===== config.mk =====
export PLATFORM = sky130hd
export DESIGN_NAME = serial_adder
export DESIGN_NICKNAME = d
export VERILOG_FILES = /design/src/rtl/serial_adder.sv
export SDC_FILE = /design/constraint.sdc
export NUM_CORES = 1
export LEC_CHECK = 0
export ABC_CLOCK_PERIOD_IN_PS = 1590
export CAP_MARGIN = 15
export CORE_ASPECT_RATIO = 0.75
export CORE_MARGIN = 2
export CORE_UTILIZATION = 40
export CTS_BUF_LIST = sky130_fd_sc_hd__clkbuf_16
export CTS_CLUSTER_SIZE = 12
export DETAILED_ROUTE_END_ITERATION = 8
export MAX_ROUTING_LAYER = met4
export PLACE_DENSITY = 0.64
export SETUP_SLACK_MARGIN = 0.1
export SKIP_LAST_GASP = 1
export SYNTH_ARGS = -nofsm -noshare
export SYNTH_HDL_FRONTEND = slang
export SYNTH_SLANG_ARGS = --single-unit

===== constraint.sdc =====
create_clock -name clk -period 1.59 [get_ports clk]
set_input_delay 0.3975 -clock clk [delete_from_list [all_inputs] [get_ports clk]]
set_output_delay 0.3975 -clock clk [all_outputs]
set_load 0.1 [all_outputs]

===== src/rtl/serial_adder.sv =====
// serial_adder: multi-cycle adder that sums BITS_PER_CYCLE bits of two
// WIDTH-bit operands per clock, LSB chunk first, through a carry register.
// The result is bit-identical to a WIDTH-bit ripple adder: sum modulo
// 2^WIDTH, cout is the unsigned carry out of the MSB, and ovf is the signed
// overflow (carry into MSB XOR carry out of MSB).
//
// Optional feature: define SERIAL_ADDER_SUB_EN to add a 'sub' input.
// When sub=1 at acceptance, the block computes a + ~b + 1 and ignores cin,
// so cout=1 means "no borrow".
//
// Handshakes: in_ready is high only in IDLE and out_valid only in DONE.
// Both are registered copies of the next-state decode.
module serial_adder #(
    parameter int WIDTH          = 8,
    parameter int BITS_PER_CYCLE = 1
) (
    input  logic             clk,
    input  logic             rst,
    input  logic             in_valid,
    output logic             in_ready,
    input  logic [WIDTH-1:0] a,
    input  logic [WIDTH-1:0] b,
    input  logic             cin,
`ifdef SERIAL_ADDER_SUB_EN
    input  logic             sub,
`endif
    output logic             out_valid,
    input  logic             out_ready,
    output logic [WIDTH-1:0] sum,
    output logic             cout,
    output logic             ovf
);

    localparam int BPC   = BITS_PER_CYCLE;
    localparam int STEPS = WIDTH / BPC;
    localparam int CNT_W = (STEPS > 1) ? $clog2(STEPS) : 1;
    localparam logic [CNT_W-1:0] LAST_STEP = CNT_W'(STEPS - 1);

    typedef enum logic [1:0] {
        S_IDLE = 2'd0,
        S_RUN  = 2'd1,
        S_DONE = 2'd2
    } state_t;

    // Ripple-add one chunk. Returns {carry into top bit, carry out, sum bits}.
    // The carry into the top bit is needed on the final chunk to form ovf.
    function automatic logic [BPC+1:0] add_chunk(
        input logic [BPC-1:0] x,
        input logic [BPC-1:0] y,
        input logic           c
    );
        logic [BPC:0]   cy;
        logic [BPC-1:0] s;
        cy[0] = c;
        for (int i = 0; i < BPC; i++) begin
            s[i]    = x[i] ^ y[i] ^ cy[i];
            cy[i+1] = (x[i] & y[i]) | (x[i] & cy[i]) | (y[i] & cy[i]);
        end
        return {cy[BPC-1], cy[BPC], s};
    endfunction

    // State and datapath registers
    state_t           state_q,     state_d;
    logic [WIDTH-1:0] a_q,         a_d;
    logic [WIDTH-1:0] b_q,         b_d;
    logic             carry_q,     carry_d;
    logic [CNT_W-1:0] cnt_q,       cnt_d;
    logic [WIDTH-1:0] res_q,       res_d;
    logic [WIDTH-1:0] sum_q,       sum_d;
    logic             cout_q,      cout_d;
    logic             ovf_q,       ovf_d;
    logic             in_ready_q,  in_ready_d;
    logic             out_valid_q, out_valid_d;

    // Combinational helpers
    logic             sub_s;
    logic [BPC+1:0]   chunk_s;
    logic [WIDTH-1:0] res_next_s;

`ifdef SERIAL_ADDER_SUB_EN
    assign sub_s = sub;
`else
    assign sub_s = 1'b0;
`endif

    // Chunk adder and result shift: new chunk enters from the MSB side
    always_comb begin
        chunk_s    = add_chunk(a_q[BPC-1:0], b_q[BPC-1:0], carry_q);
        res_next_s = (res_q >> BPC) | (WIDTH'(chunk_s[BPC-1:0]) << (WIDTH - BPC));
    end

    // Next-state, datapath and handshake decode
    always_comb begin
        state_d  = state_q;
        a_d      = a_q;
        b_d      = b_q;
        carry_d  = carry_q;
        cnt_d    = cnt_q;
        res_d    = res_q;
        sum_d    = sum_q;
        cout_d   = cout_q;
        ovf_d    = ovf_q;

        case (state_q)
            S_IDLE: begin
                if (in_valid && in_ready_q) begin
                    a_d     = a;
                    // Subtraction folds into the operand latch: invert b and force carry-in.
                    b_d     = sub_s ? ~b : b;
                    carry_d = sub_s ? 1'b1 : cin;
                    cnt_d   = {CNT_W{1'b0}};
                    res_d   = {WIDTH{1'b0}};
                    state_d = S_RUN;
                end else begin
                    state_d = S_IDLE;
                end
            end
            S_RUN: begin
                a_d     = a_q >> BPC;
                b_d     = b_q >> BPC;
                res_d   = res_next_s;
                carry_d = chunk_s[BPC];
                if (cnt_q == LAST_STEP) begin
                    cnt_d   = {CNT_W{1'b0}};
                    sum_d   = res_next_s;
                    cout_d  = chunk_s[BPC];
                    ovf_d   = chunk_s[BPC] ^ chunk_s[BPC+1];
                    state_d = S_DONE;
                end else begin
                    cnt_d   = cnt_q + CNT_W'(1);
                    state_d = S_RUN;
                end
            end
            S_DONE: begin
                if (out_valid_q && out_ready) begin
                    state_d = S_IDLE;
                end else begin
                    state_d = S_DONE;
                end
            end
            default: begin
                state_d = S_IDLE;
            end
        endcase

        in_ready_d  = (state_d == S_IDLE);
        out_valid_d = (state_d == S_DONE);
    end

    // State register with synchronous reset; reset discards any transaction
    always_ff @(posedge clk) begin
        if (rst) begin
            state_q     <= S_IDLE;
            a_q         <= {WIDTH{1'b0}};
            b_q         <= {WIDTH{1'b0}};
            carry_q     <= 1'b0;
            cnt_q       <= {CNT_W{1'b0}};
            res_q       <= {WIDTH{1'b0}};
            sum_q       <= {WIDTH{1'b0}};
            cout_q      <= 1'b0;
            ovf_q       <= 1'b0;
            in_ready_q  <= 1'b1;
            out_valid_q <= 1'b0;
        end else begin
            state_q     <= state_d;
            a_q         <= a_d;
            b_q         <= b_d;
            carry_q     <= carry_d;
            cnt_q       <= cnt_d;
            res_q       <= res_d;
            sum_q       <= sum_d;
            cout_q      <= cout_d;
            ovf_q       <= ovf_d;
            in_ready_q  <= in_ready_d;
            out_valid_q <= out_valid_d;
        end
    end

    assign in_ready  = in_ready_q;
    assign out_valid = out_valid_q;
    assign sum       = sum_q;
    assign cout      = cout_q;
    assign ovf       = ovf_q;

endmodule


# Word-level counts from Yosys, hierarchy flattened
# Cells that the tools add are included.
dict set report op_classes {
  n_eq_ne 5
  n_addsub 1
  mux 15
  bitwise 9
  n_reduce_logical 7
}
# operator n
set op_table {}
lappend op_table {{$pmux 8 s2} 3}
lappend op_table {{$mux 8} 3}
lappend op_table {{$or 7x8->8} 1}
lappend op_table {{$mux 3} 2}
lappend op_table {{$pmux 2 s3} 1}
lappend op_table {{$pmux 3 s2} 1}
lappend op_table {{$eq 2x2->1 const B} 2}
lappend op_table {{$logic_not 2->1} 2}
lappend op_table {{$mux 2} 2}
lappend op_table {{$reduce_and 2->1} 2}
lappend op_table {{$add 3x1->3 const B} 1}
lappend op_table {{$and 1x1->1} 3}
lappend op_table {{$eq 3x3->1 const B} 1}
lappend op_table {{$xor 1x1->1} 3}
lappend op_table {{$eq 2x1->1 const B} 1}
lappend op_table {{$logic_and 1x1->1} 2}
lappend op_table {{$mux 1} 2}
lappend op_table {{$ne 2x2->1 const B} 1}
lappend op_table {{$or 1x1->1} 2}
lappend op_table {{$pmux 1 s2} 1}
lappend op_table {{$reduce_bool 2->1} 1}
dict set report word_totals {
  in_bits 21
  elab_cells 48
  regBits 42
}

# Longest topological paths before layout
# Gate-level depths: netlist of run 1.
dict set report logic_depth {
  ltp_word 4
  depth_mapped 6
}

# Worst setup path before layout of run 1
# OpenSTA, ideal clock, no wires.
dict set report synth_timing {
  path_kind {flip-flop to flip-flop}
  start {reg in_ready_q (netlist: in_ready)}
  end {reg b_q[0]}
  slack_ns -0.289
  arrival_ns 1.745
  path_stages_with_launch 5
  required_ns 1.456
  setup_ns 0.134
  cell_sequence {dfxtp_1 -> a21oi_1 -> nor2_1 -> buf_2 -> a211oi_1}
}
dict set report synth_via {
  elab_chain_len 3
}
# item line_no
set synth_rtl {}
lappend synth_rtl {{from (decl)} 72} ;# logic in_ready_q, in_ready_d;
lappend synth_rtl {{from (signal assigned)} 174} ;# in_ready_q <= in_ready_d;
lappend synth_rtl {{$logic_and 1x1->1} 106} ;# if (in_valid && in_ready_q) begin
lappend synth_rtl {{$ne 2x2->1 (no source line)} --}
lappend synth_rtl {{$reduce_and 2->1 (no source line)} --}
lappend synth_rtl {{to (signal assigned)} 155} ;# b_q <= {WIDTH{1'b0}};
lappend synth_rtl {{to (decl)} 65} ;# logic [WIDTH-1:0] b_q, b_d;
# Every way passes these cells.
# A chain may end at the register's enable or synchronous reset.

# Worst setup path after layout of run 1
dict set report layout_timing {
  start {in in_valid}
  end {reg b_q[1]}
}
dict set report layout_via {
  elab_chain_len 3
}
# item line_no
set layout_rtl {}
lappend layout_rtl {{from (decl)} 19} ;# input logic in_valid,
lappend layout_rtl {{$logic_and 1x1->1} 106}
lappend layout_rtl {{$ne 2x2->1 (no source line)} --}
lappend layout_rtl {{$reduce_and 2->1 (no source line)} --}
# Every way passes these cells.

==> results of run 1 <==
## cell families after synthesis
kind of cell	Yosys count
xor gates and xnor gates	1
adders and majority gates	3
buffers and inverters	14
AOI/OAI and AO/OA	60
and+or+nand+nor	33
DFF	41
muxes	15
## cells in the final DEF, fill, tap and decap left out, types with 2 or more instances in the layout
cell | netlist | layout
nand2_1 | 20 | 20
and2_1 | 2 | 2
a211oi_2 | 0 | 3
a22o_1 | 10 | 10
clkbuf_16 | 0 | 6
nand3b_1 | 2 | 2
a211oi_1 | 17 | 14
nor2_1 | 3 | 2
o21ai_0 | 2 | 2
a21oi_2 | 0 | 3
buf_12 | 2 | 13
dfxtp_1 | 41 | 39
mux2i_1 | 15 | 15
clkdlybuf4s50_1 | 0 | 20
ha_1 | 2 | 2
a21oi_1 | 28 | 25
buf_4 | 2 | 9
## power by group through the flow
stage | logic (mW) | clock network [mW] | registers [mW]
after floorplan | 0.240 | 0 | 1.16
after global placement | 0.341 | 0 | 1.15
after detailed placement | 0.356 | 0 | 1.16
after CTS | 0.371 | 1.06 | 1.14
after global routing | 0.416 | 1.11 | 1.15
final | 0.385 | 1.04 | 1.14
## sequential cells by signal (all words and copies together) (netlist names)
register and count:
out_valid 1, a_q 8, cout 1, cnt_q 3
in_ready 1, ovf 1, carry_q 1, b_q 8
state_q 2, sum 8, res_q 7
## metal layers
metal,vias up,GRT usage,part of all wire
met3,8,0.04315,0.041
met5,-,-,0
met4,0,0.09852,0.024
met1,656,0.2118,0.44
li1,676,-,-
met2,31,0.2881,0.50
## layout make-up
type | count | share of cell area
clock buffers | 6 | 0.06253
clock inverters | 1 | 0.002084
inverters | 2 | 0.003127
multi-input cells | 112 | 0.3398
flip-flops and latches | 41 | 0.3439
well taps | 55 | 0.02866
repair buffers | 42 | 0.2199
## tightest hold or removal path: cells and delay by family (launching register included)
family / cells / cell delay (ns)
flip-flops: 1 / 0.31
AO/OA/AOI/OAI: 1 / 0.05
AND/OR/NAND/NOR: 1 / 0.05
## cell usage after synthesis, types with 2 or more instances
cell type | number | area share
dfxtp_1 | 41 | 0.48
a21oi_1 | 28 | 0.083
nand2_1 | 20 | 0.044
a211oi_1 | 17 | 0.075
mux2i_1 | 15 | 0.088
a22o_1 | 10 | 0.052
buf_2 | 5 | 0.015
nor2_1 | 3 | 0.0066
and2_1 | 2 | 0.0074
buf_12 | 2 | 0.024
buf_4 | 2 | 0.0088
clkbuf_1 | 2 | 0.0044
ha_1 | 2 | 0.015
nand3b_1 | 2 | 0.0088
o21ai_0 | 2 | 0.0059
## how the worst max path moves through the flow
stage,cells past startpoint,end,slack [ns],start
6_report,6,b_q[1],0.10,in_valid
5_1_grt,5,ovf,0.06,cnt_q[0]
4_1_cts,6,a_q[5],0.13,in_valid
3_5_place_dp,4,a_q[4],-0.53,in_valid
3_3_place_gp,4,b_q[2],-0.42,in_valid
2_1_floorplan,4,b_q[0],0.24,in_ready
## repair_timing
action	in CTS	in global routing
endpoints found under the setup margin	25	7
cloned	0	0
hold buffers	0	0
buffers inserted	2	0
pin swaps	1	0
resized for setup	3	7
## stage by stage
step                      utilization  hold slack, ns  cells
after detailed placement       0.5389          0.4579    250
after CTS                      0.5846          0.4656    259
after floorplan                     -          0.4322    167
after global placement         0.5389          0.4515    250
after global routing           0.5923          0.4827    259
final                          0.5923          0.4663    259
==> results.yml, run 1 <==
clock_tree:
  tritoncts_clock_tree: "yes"
  cts_made_buffers: 5
  cts-htree-levels: 2
  clk_pin_slew_worst_paths_ns: 0.06
  cts_max_path_buffers: 2
  clock-sinks: 41
  clock_network_latency_to_the_later_pin_of_the_worst_skew_pair_ns: 0.28
  cts-root-buf: "clkbuf_16"
sta:
  final_min_period_over_clock_period: 0.9369
  timing.max_slew.rel_slack: 0.7320
  final_period_minus_worst_setup_slack_ns: 1.490
  tightestPinTransition_ns: 0.4011
  max_clock_freq_mhz: 671.3
  rsz0062_at_grt: "true"
  timing.clock.skew_ns: 0.003915
  slew_viol_final: 0
  finalSetupViolCount: 0
  total_negative_setup_slacks_ns: 0
  timing.final.hold_violations: 0
  worst_slack_ns: 0.1003
worst_setup_path:
  critical_setup_path_kind: "in -> reg"
  cpLargestDelayFamily: "buffers and inverters"
  crit_path_max_incr_delay_ns: 0.45
  rrSetupSlack_ns: 0.14
  cpMaxStageDelayCell: "clkdlybuf4s50_1"
  r2r-end: "cnt_q[2]"
  crit_chain: "clkdlybuf4s50_1, buf_4, a21o_4, buf_12, a21oi_1, a211oi_1"
  worstPathMaxFanout: 15
  critical_path.endpoint_type: "flip-flop"
  cp.arrival_ns: 1.64
  r2r_start: "state_q[1]"
  cp.required_ns: 1.74
  number_of_cells_traversed_by_the_worst_register_to_register_path: 4
  worst-path-buf-inv: 3
  setup.worst_path.start_class: "primary input"
logic_synthesis:
  yosys_warnings: 0
  synth_xor_xnor_area_share: 0.005162
  syn_area_per_cell_um2: 10.16
  synth-async-reset-ratio: 0
  yosys.area_share.simple: 0.09956
  synth.distinct_cells: 29
  synth_top_family_by_area: "compound AO/OA/AOI/OAI gates"
  synth_fp_nets: 191
  synth-compound-area-share: 0.2338
  ys_seq_area_frac: 0.4838
  yosys-mux-area-fraction: 0.08850
  post_synth_edffs: 0
  postSynthCellCount: 167
  number_of_register_bits_inferred_by_synthesis: 41
  synth-adder-area-share: 0.02655
  postSynth.topFlopCell: "dfxtp_1"
  synthesis.area_mm2: 0.001697
route:
  routed_wl_mm: 3.882
  vias_after_detailed_routing: 1371
  drt_iter0_markers: 82
  routed_via_density: 5.293
  post_detailed_route_drc_marker_count: 0
  wl_per_cell_um: 14.99
  antenna_left: 0
  dr.pass1.iters: 4
layout:
  multi_input_comb_area_um2: 815.8
  final_design_area_no_fill_mm2: 0.002401
  final_layout_size_suffix_gt1_frac: 0.2206
  fill_cells: 355
  layout.area.seq_um2: 825.8
  flow.area_growth_from_synthesis_pct: 41.52
  design.final.nets: 228
  num_antenna_cells: 0
min_path:
  hp-start: "res_q[1]"
  worstHoldPathType: "reg -> reg"
  worst_hold_path.num_cells: 2
  timing.hold.worst_endpoint: "sum[0]"
power_and_ir_drop:
  seqPwrFrac: 0.444
  power_frac_clock: 0.406
  power.net_switching_mw: 0.6176
  p_int_mw: 1.951
  total_leakage_power_nw: 0.9573
  cellPowerDensity_mw_per_mm2: 1070
  worst_ir_drop_vdd_mv: 0.7791
  post-layout-total-power_mw: 2.569
  sw_frac_of_total: 0.2404
  p_comb_frac: 0.150
global_route:
  global_route.usage.total: 0.1796
  grt_pass1_vias: 1355
  grt_overflow_total: 0
  maximum_number_of_pins_on_one_net_before_global_route_repair: 24
  global_route_wire_length_before_repair_mm: 6.244
  grt_antenna_before_repair: 0
placed_design:
  placement.io_buffers: 32
  dp_hpwl_mm: 2.731
  pre_cts_ws_ns: -0.5323
  placed_area_mm2: 0.002185
  gp_routability_congestion: 0.7615
die:
  floorplan.initialDensity: 0.4185
  die_area_mm2: 0.004784
  io_pins: 33
  fp.dieH_um: 60.40
  die_width_um: 79.20
  row_count: 20
  core_area_mm2: 0.004054
run:
  timing.max_cap.violations: 0
run_status:
  run_status: "finished clean"
Note: power is estimated with default switching activity, not from simulation.
==> run 2, diff against run 1 <==
Settings changed: ABC_AREA set to 1, PLACE_DENSITY 0.64 to 0.63, REMOVE_ABC_BUFFERS set to 1.
==> run 2 against run 1 <==
Combinational power increased by 24%; die area increased by 9.2%; core utilization decreased by 1.7 points; hold slack improved by 0.014 ns; final area increased by 6.9%; non-clock buffer count increased by 2; register-to-register slack improved by 0.15 ns; highest routed layer unchanged.
==> results.yml, run 2 <==
sta:
  worst_slack_ns: 0.2946
  timing.final.hold_violations: 0
  max_clock_freq_mhz: 772.0
  timing.max_slew.rel_slack: 0.8207
  tightestPinTransition_ns: 0.2686
  slew_viol_final: 0
  rsz0062_at_grt: "false"
  final_period_minus_worst_setup_slack_ns: 1.295
  final_min_period_over_clock_period: 0.8147
  finalSetupViolCount: 0
  timing.clock.skew_ns: 0.003590
placed_design:
  placed_area_mm2: 0.002427
  pre_cts_ws_ns: 0.03948
  gp_routability_congestion: 0.7394
  placement.io_buffers: 32
  dp_hpwl_mm: 2.853
  place.detailed.instances: 356
die:
  die_area_mm2: 0.005222
  fp.dieH_um: 63.09
  die_width_um: 82.78
  floorplan.initialDensity: 0.4168
  row_count: 21
  core_area_mm2: 0.004467
  io_pins: 33
logic_synthesis:
  most_numerous_cell_in_the_yosys_netlist: "nand2_1"
  postSynthCellCount: 270
  synthesis.area_mm2: 0.001862
  post_synth_main_area_contributors: "dfxtp_1 44%, nand2_1 16%, nand3_1 12%, nor2_1 7.5%, a21oi_1 5.9%"
  yosys_warnings: 0
  synthDominantAreaCellType: "dfxtp_1"
  syn_area_per_cell_um2: 6.896
  synth-async-reset-ratio: 0
  number_of_register_bits_inferred_by_synthesis: 41
  post_synth_edffs: 0
  synth_top_cells_by_count: "77 x nand2_1, 44 x nand3_1, 41 x dfxtp_1, 37 x nor2_1, 22 x a21oi_1"
  synth.distinct_cells: 21
  synth_top_area_share: 0.4409
  postSynth.topFlopCell: "dfxtp_1"
  ys_seq_area_frac: 0.4409
clock_tree:
  post_cts_resized: 0
  cts_max_path_buffers: 2
  cts-root-buf: "clkbuf_16"
  cts_made_buffers: 5
  cts-htree-levels: 2
  clock-sinks: 41
  tritoncts_clock_tree: "yes"
  clock_network_latency_to_the_later_pin_of_the_worst_skew_pair_ns: 0.28
  post_cts_hold_buffer_count: 0
  cts.repair_timing.setup_buffer_count: 0
  clk_pin_slew_worst_paths_ns: 0.05
layout:
  layout_common_cells: "76 x nand2_1, 44 x nand3_1, 41 x dfxtp_1"
  flow.area_growth_from_synthesis_pct: 37.90
  final_design_area_no_fill_mm2: 0.002567
  final_layout_size_suffix_gt1_frac: 0.1176
  leading_cell_type_in_the_layout_fill_and_taps_excluded: "nand2_1"
  design.final.nets: 330
  layout.core_utilization: 0.5748
  num_antenna_cells: 0
  fill_cells: 432
  fin_cells: 363
route:
  routed-wl-met2_mm: 1.943
  routed.top_layer: "met4"
  post_detailed_route_drc_marker_count: 0
  antenna_left: 0
  drt-met1-wl_mm: 2.066
  routed_via_density: 4.741
  drt_iter0_markers: 112
  routed_wl_mm: 4.190
  wl_met3_um: 128
  vias_after_detailed_routing: 1721
  dr.pass1.iters: 4
  wl_per_cell_um: 11.54
global_route:
  grt_pass1_vias: 1548
  grt_antenna_before_repair: 0
  global_route_wire_length_before_repair_mm: 7.107
  grt_overflow_total: 0
  global_route.usage.total: 0.1855
  maximum_number_of_pins_on_one_net_before_global_route_repair: 23
power_and_ir_drop:
  p_comb_frac: 0.189
  sw_frac_of_total: 0.2609
  p_int_mw: 1.872
  cellPowerDensity_mw_per_mm2: 986.3
  total_leakage_power_nw: 1.133
  power_frac_clock: 0.364
  seqPwrFrac: 0.448
  worst_ir_drop_vdd_mv: 0.5634
  power.net_switching_mw: 0.6605
run:
  timing.max_cap.violations: 0
worst_setup_path:
  cp.required_ns: 1.80
  cp.arrival_ns: 1.50
  setup.worst_path.start_class: "flip-flop"
  critical_setup_path_kind: "reg -> reg"
  critical_path.endpoint_type: "flip-flop"
  worstPathMaxFanout: 10
run_status:
  run_status: "finished clean"
min_path:
  worstHoldPathType: "reg -> reg"
-- run 2: cell count changes in the layout (fill, tap and decap cells not counted), sizes merged, moves of 3 or more --
cell and delta:
a211oi -17, a21oi -7, a22o -10, and2 -3, inv +20, mux2i -15, nand2 +60, nand3 +44
nor2 +35
-- run 2: logic make-up (layout without fill, tap and decap cells) --
logic type,count (synthesis),count (layout),share of synthesized area
fa+ha+maj,3,3,0.02419
flops,41,41,0.4409
buf+inv,36,72,0.08871
xor+xnor,1,1,0.004705
compound gates,26,26,0.07124
simple gates,163,163,0.3703
-- run 2: path summary, 6_finish.rpt --
| path | startpoint | endpoint | slack [ns] | cells past startpoint |
|---|---|---|---|---|
| setup reg to reg | cnt_q[0] | sum[3] | 0.29 | 6 |
| hold reg to reg | a_q[7] | a_q[7] | 0.48 | 2 |
| setup / recovery | cnt_q[0] | sum[3] | 0.29 | 6 |
| hold / removal | a_q[7] | a_q[7] | 0.48 | 2 |
-- run 2: routing by layer --
layer / up-vias / track usage
li1: 923 / -
met1: 773 / 0.2460
met2: 20 / 0.2661
met3: 5 / 0.06877
met4: 0 / 0.04918
met5: - / -
-- run 2: cell type report --
type                            instances  area, um2  area share
Clock inverter                          2      7.507    0.002924
Timing Repair Buffer                   44      580.6      0.2261
Sequential cell                        41      820.8      0.3197
Multi-Input combinational cell        193      883.3      0.3441
Clock buffer                            5      125.1     0.04873
Inverter                               21      78.83     0.03070
Tap cell                               57      71.32     0.02778
-- run 2: power groups by stage --
stage	Sequential [mW]	Clock (mW)	Combinational, mW
after floorplan	1.17	0	0.249
after global placement	1.15	0	0.478
after detailed placement	1.16	0	0.478
after CTS	1.13	0.941	0.482
after global routing	1.14	0.997	0.546
final	1.13	0.921	0.478
-- run 2: stage by stage --
step | setup TNS (ns) | hold slack [ns] | power [mW]
finish | 0 | 0.4802 | 2.532
global route | 0 | 0.5038 | 2.684
floorplan | -7.060 | 0.4518 | 1.422
global placement | 0 | 0.4667 | 1.632
detailed placement | 0 | 0.4744 | 1.634
CTS | 0 | 0.4825 | 2.557
-- run 2: critical path, cell delays in order (launching register included) --
cell     delay [ns]
dfxtp_1        0.33
ha_1           0.15
ha_1           0.18
inv_1          0.10
nor2_4         0.23
nand2_1        0.10
a21oi_1        0.15
